**config.mk**
```make
export PLATFORM = sky130hd
export DESIGN_NAME = serial_subtractor
export DESIGN_NICKNAME = d
export VERILOG_FILES = /design/src/rtl/arith_pkg.sv /design/src/rtl/full_subtractor.sv /design/src/rtl/serial_subtractor.sv
export SDC_FILE = /design/constraint.sdc
export NUM_CORES = 1
export LEC_CHECK = 0
export CAP_MARGIN = 20
export CORE_ASPECT_RATIO = 1.5
export CORE_UTILIZATION = 30
export DETAILED_ROUTE_END_ITERATION = 12
export PLACE_DENSITY = 0.57
export SYNTH_ARGS = -nofsm -noshare
export SYNTH_HDL_FRONTEND = slang
export SYNTH_SLANG_ARGS = --single-unit
```
**constraint.sdc**
```tcl
create_clock -name clk -period 1.7 [get_ports clk]
set_clock_uncertainty 0.05 [all_clocks]
set_input_delay 0.51 -clock clk [delete_from_list [all_inputs] [get_ports clk]]
set_output_delay 0.51 -clock clk [all_outputs]
set_load 0.02 [all_outputs]
```
**src/rtl/arith_pkg.sv**
```systemverilog
// Shared arithmetic definitions: serial-datapath FSM states and counter sizing.
package arith_pkg;

  typedef enum logic [1:0] {
    IDLE  = 2'd0,
    SHIFT = 2'd1,
    DONE  = 2'd2
  } state_t;

  localparam int unsigned WIDTH_DEF = 4;
  localparam int unsigned CNT_W     = $clog2(WIDTH_DEF);

  // Bit-counter width for a given operand width; never narrower than one bit.
  function automatic int unsigned cnt_width(input int unsigned w);
    return (w > 2) ? $clog2(w) : 1;
  endfunction

endpackage

```
**src/rtl/full_subtractor.sv**
```systemverilog
// One-bit full subtractor: diff = a - b - bin, bout set when a borrow is needed.
module full_subtractor (
  input  logic a,
  input  logic b,
  input  logic bin,
  output logic diff,
  output logic bout
);

  assign diff = a ^ b ^ bin;
  assign bout = (~a & b) | (~a & bin) | (b & bin);

endmodule

```
**src/rtl/serial_subtractor.sv**
```systemverilog
// Bit-serial LSB-first subtractor computing A - B - Bin over WIDTH cycles with a
// start/busy/done handshake; one full-subtractor stage is reused every cycle.
module serial_subtractor
  import arith_pkg::*;
#(
  parameter int unsigned WIDTH = WIDTH_DEF
) (
  input  logic             clk,
  input  logic             rst_n,
  input  logic             start,
  input  logic [WIDTH-1:0] A,
  input  logic [WIDTH-1:0] B,
  input  logic             Bin,
  output logic             busy,
  output logic             done,
  output logic [WIDTH-1:0] Diff,
  output logic             Bout,
  output logic             ovf
);

  localparam int unsigned      SUB_CNT_W = cnt_width(WIDTH);
  localparam logic [SUB_CNT_W-1:0] CNT_LAST  = SUB_CNT_W'(WIDTH - 1);

  state_t state, state_next;
  logic   load_c, shift_c, last_c;

  logic [WIDTH-1:0]     a_sr, b_sr;
  logic [WIDTH-1:1]     res_sr;
  logic [WIDTH:1]       res_cat_c;
  logic                 brw, a_msb, b_msb;
  logic [SUB_CNT_W-1:0] cnt;
  logic                 d_c, brw_c;

  full_subtractor u_fs (
    .a    (a_sr[0]),
    .b    (b_sr[0]),
    .bin  (brw),
    .diff (d_c),
    .bout (brw_c)
  );

  // New difference bit enters at the top; the first bit computed lands in Diff[0].
  assign res_cat_c = {d_c, res_sr};

  always_ff @(posedge clk or negedge rst_n) begin
    if (!rst_n) state <= IDLE;
    else        state <= state_next;
  end

  always_comb begin
    state_next = state;
    load_c     = 1'b0;
    shift_c    = 1'b0;
    last_c     = (cnt == CNT_LAST);
    case (state)
      IDLE: begin
        if (start) begin
          load_c     = 1'b1;
          state_next = SHIFT;
        end
      end
      SHIFT: begin
        shift_c = 1'b1;
        if (last_c) state_next = DONE;
      end
      DONE: begin
        if (start) begin
          load_c     = 1'b1;
          state_next = SHIFT;
        end else begin
          state_next = IDLE;
        end
      end
      default: state_next = IDLE;
    endcase
  end

  // Handshake flags are registered from the next state so they track state exactly.
  always_ff @(posedge clk or negedge rst_n) begin
    if (!rst_n) begin
      busy <= 1'b0;
      done <= 1'b0;
    end else begin
      busy <= (state_next == SHIFT);
      done <= (state_next == DONE);
    end
  end

  always_ff @(posedge clk or negedge rst_n) begin
    if (!rst_n) begin
      a_sr   <= '0;
      b_sr   <= '0;
      res_sr <= '0;
      brw    <= 1'b0;
      a_msb  <= 1'b0;
      b_msb  <= 1'b0;
      cnt    <= '0;
    end else if (load_c) begin
      a_sr   <= A;
      b_sr   <= B;
      res_sr <= '0;
      brw    <= Bin;
      a_msb  <= A[WIDTH-1];
      b_msb  <= B[WIDTH-1];
      cnt    <= '0;
    end else if (shift_c) begin
      a_sr   <= {1'b0, a_sr[WIDTH-1:1]};
      b_sr   <= {1'b0, b_sr[WIDTH-1:1]};
      res_sr <= res_cat_c[WIDTH:2];
      brw    <= brw_c;
      cnt    <= cnt + SUB_CNT_W'(1);
    end
  end

  // Result ports update only on the final shift and hold until the next result.
  always_ff @(posedge clk or negedge rst_n) begin
    if (!rst_n) begin
      Diff <= '0;
      Bout <= 1'b0;
      ovf  <= 1'b0;
    end else if (shift_c && last_c) begin
      Diff <= res_cat_c;
      Bout <= brw_c;
      ovf  <= (a_msb != b_msb) && (d_c != a_msb);
    end
  end

endmodule

```
==> key figures, run 1 <==
Status
  – Outcome: complete, no violations

Timing
  – Worst Hold Margin: 430 ps
  – Setup Total Neg Slack: 0 ps
  – Final cycle utilization of the critical path: 95.6%
  – Final count of hold timing violations: 0
  – Slew @ Worst Pin: 489 ps
  – Slew HR: 67.4%
  – RSZ-0062 raised after global routing: false
  – Minimum clock period: 1620 ps
  – Fmax: 615 MHz
  – Final setup viols: 0
  – Fin. max-slew vios: 0

Clocking
  – Clk slew on worst S/H paths: 90 ps
  – Skew-Pair Late Insertion Delay: 270 ps
  – Inserted Clock Buffers: 3
  – CTS tree: done
  – CTS root buffer: clkbuf_8
  – H-Tree Depth: 1
  – Clock tree buffer depth: 2
  – Clock sink count: 26
  – Post-CTS Setup Repair Bufs: 0

Route
  – DRC violations left: 0
  – Via/cell ratio: approximately 5
  – Vias: 869
  – Final WL: ~2.3 mm
  – Drt pass-1 iters: 3
  – Routed length per instance: around 13 um
  – Routed Antenna Nets: 0
  – Initial detailed-routing violation count: 29

Floorplan
  – Die height: roughly 80 um
  – Core Footprint: between 3000 and 4000 sq um
  – Starting Density: between 30% and 40%
  – # rows: 28
  – Die width: 55.1 um
  – Die area: 4500 sq um
  – Ports: 20

Critical path
  – Data required time at the worst endpoint: roughly 1800 ps
  – Worst EP arrival: roughly 1700 ps
  – CP max FO: 4
  – Critical path endpoint category: flop
  – Setup CP Type: flop to flop
  – Startpoint Class: flop

Placement
  – Post-Place Cell Area: ~1500 sq um
  – Dpl cells: 175
  – Final Wtd Congestion: around 0.7
  – Post-DP HPWL: ~1.7 mm
  – I/O Buffers: 19

Synthesis
  – Post-synthesis sequential area ratio: around 51%
  – Syn Nets: 124
  – Synth unique cells: 24
  – EDFF count, synth: 0
  – Synth Cell Area: between 1000 and 1500 sq um
  – Synth Register Bits: 26
  – Post-synth ARST share: between 90% and 100%
  – Ys flop type: dfrtp_1
  – Mapped Cells: 110
  – Mean Syn Cell Area: 11.5 sq um
  – Yosys warning total: 0

Power and ir drop
  – LEAKAGE: 0.000757 uW
  – Max IR drop VDD: approximately 940 uV
  – Pwr per Cell Area: 1780 nW/um^2

Finish
  – Layout overhead on the synthesized area: 24.8%
  – Most common cell after layout, fill and taps aside: dfrtp_1
  – Diodes inserted: 0
  – Nets@finish: 149
  – Fill count: 411
  – Area of the multi-input gates: 557 sq um
  – Layout Cells excl Fill: 179
  – Finished Cell Area: 1580 sq um
  – Layout cell share with drive strength beyond 1: 22.4%
  – Register area: 651 sq um
  – Commonest non-fill, non-tap cells in the layout: 26 x dfrtp_1, 14 x nand2_1, 11 x clkdlybuf4s50_1

GRT
  – Gr ovfl total: 0
  – Initial antenna violation count: 0
  – Number of global-route vias before repair: 910
  – Pin count of the biggest net entering global routing: 27
  – GR Util All Layers: 12.1%
  – First-pass GRT wire length: 3.90 mm

Run
  – Maxcap violations: 0

Hold path
  – Min-delay worst type: flop to flop
-- worst paths after layout --
kind	start	endpoint	slack [ps]	cells after the start
min in group asynchronous	rst_n	b_sr[2]	550	2
worst max register to register	b_sr[0]	res_sr[3]	80	4
worst max-delay path	b_sr[0]	res_sr[3]	80	4
worst min register to register	Diff[2]	Diff[2]	430	2
worst min-delay path	Diff[2]	Diff[2]	430	2
max in group asynchronous	rst_n	busy	800	2
-- kinds of logic after synthesis --
kind of cell | synth area share (%)
compound gates | 12.7
xor+xnor | 0.690
fa+ha+maj | 2.56
buf+inv | 5.03
flops | 51.3
mux | 11.9
simple gates | 15.8
-- registers in the layout, summed over array words and instances (netlist names) --
| name | cells |
|---|---|
| Diff | 4 |
| a_sr | 4 |
| b_sr | 4 |
| res_sr | 3 |
| cnt | 2 |
| state | 2 |
| Bout | 1 |
| a_msb | 1 |
| b_msb | 1 |
| brw | 1 |
| busy | 1 |
| done | 1 |
| ovf | 1 |
-- cells in the mapped netlist, types with 3 or more instances --
cell type / instances / area [sq um]
a211oi_1: 7 / 52.6
a21oi_1: 9 / 45.0
a22o_1: 5 / 43.8
and2b_2: 7 / 61.3
buf_2: 3 / 15.0
buf_6: 3 / 33.8
dfrtp_1: 26 / 651
inv_1: 4 / 15.0
mux2_2: 5 / 56.3
mux2i_1: 8 / 80.1
nand2_1: 14 / 52.6
o21ai_0: 4 / 20.0
-- layer usage --
metal,global-route usage [%],up-vias,share of wire [%]
met3,2.22,2,2.6
met2,21.7,14,53
met1,13.0,421,43
met4,6.00,0,1.0
met5,0,-,0
li1,-,432,-
-- report_power, final --
group / switching, uW / internal, uW
combinational: 550 / 628
sequential: 244 / 893
clock: 195 / 315
total: 988 / 1840
-- cell type report --
cell class / instances / share of cell area (%)
flip-flops and latches: 26 / 41.1
multi-input cells: 74 / 35.2
repair buffers: 26 / 14.7
well taps: 45 / 3.56
clock buffers: 3 / 2.61
clock inverters: 1 / 1.90
inverters: 4 / 0.949
-- worst max-delay path: stages (launching register included) --
cell and delay [ps]:
dfrtp_1 400, inv_1 80, fa_2 480, mux2_4 280, a22o_1 230
-- through the flow --
step | power [uW] | setup WS (ps) | util, %
floorplan | 2010 | 142 | -
global placement | 2330 | -98.8 | 38.0
detailed placement | 2390 | -158 | 38.0
CTS | 2860 | 33.3 | 39.6
global route | 3060 | 40.9 | 39.6
finish | 2820 | 75.1 | 39.6
-- timing repair --
action                                 in CTS  in global routing
gates resized for setup                     8                  1
setup endpoints to repair                   8                  1
endpoints found under the hold margin       0                  0
hold buffers                                0                  0
Power figures use the tool's default switching activity.
==> inputs of run 2 (changes only) <==
--- a/config.mk
+++ b/config.mk
@@ -10,6 +10,7 @@
 export CORE_UTILIZATION = 30
 export DETAILED_ROUTE_END_ITERATION = 12
 export PLACE_DENSITY = 0.57
+export SLEW_MARGIN = 15
 export SYNTH_ARGS = -nofsm -noshare
 export SYNTH_HDL_FRONTEND = slang
 export SYNTH_SLANG_ARGS = --single-unit
==> results of run 2 <==
The final DEF is identical to that of run 1; final timing and power are the same.
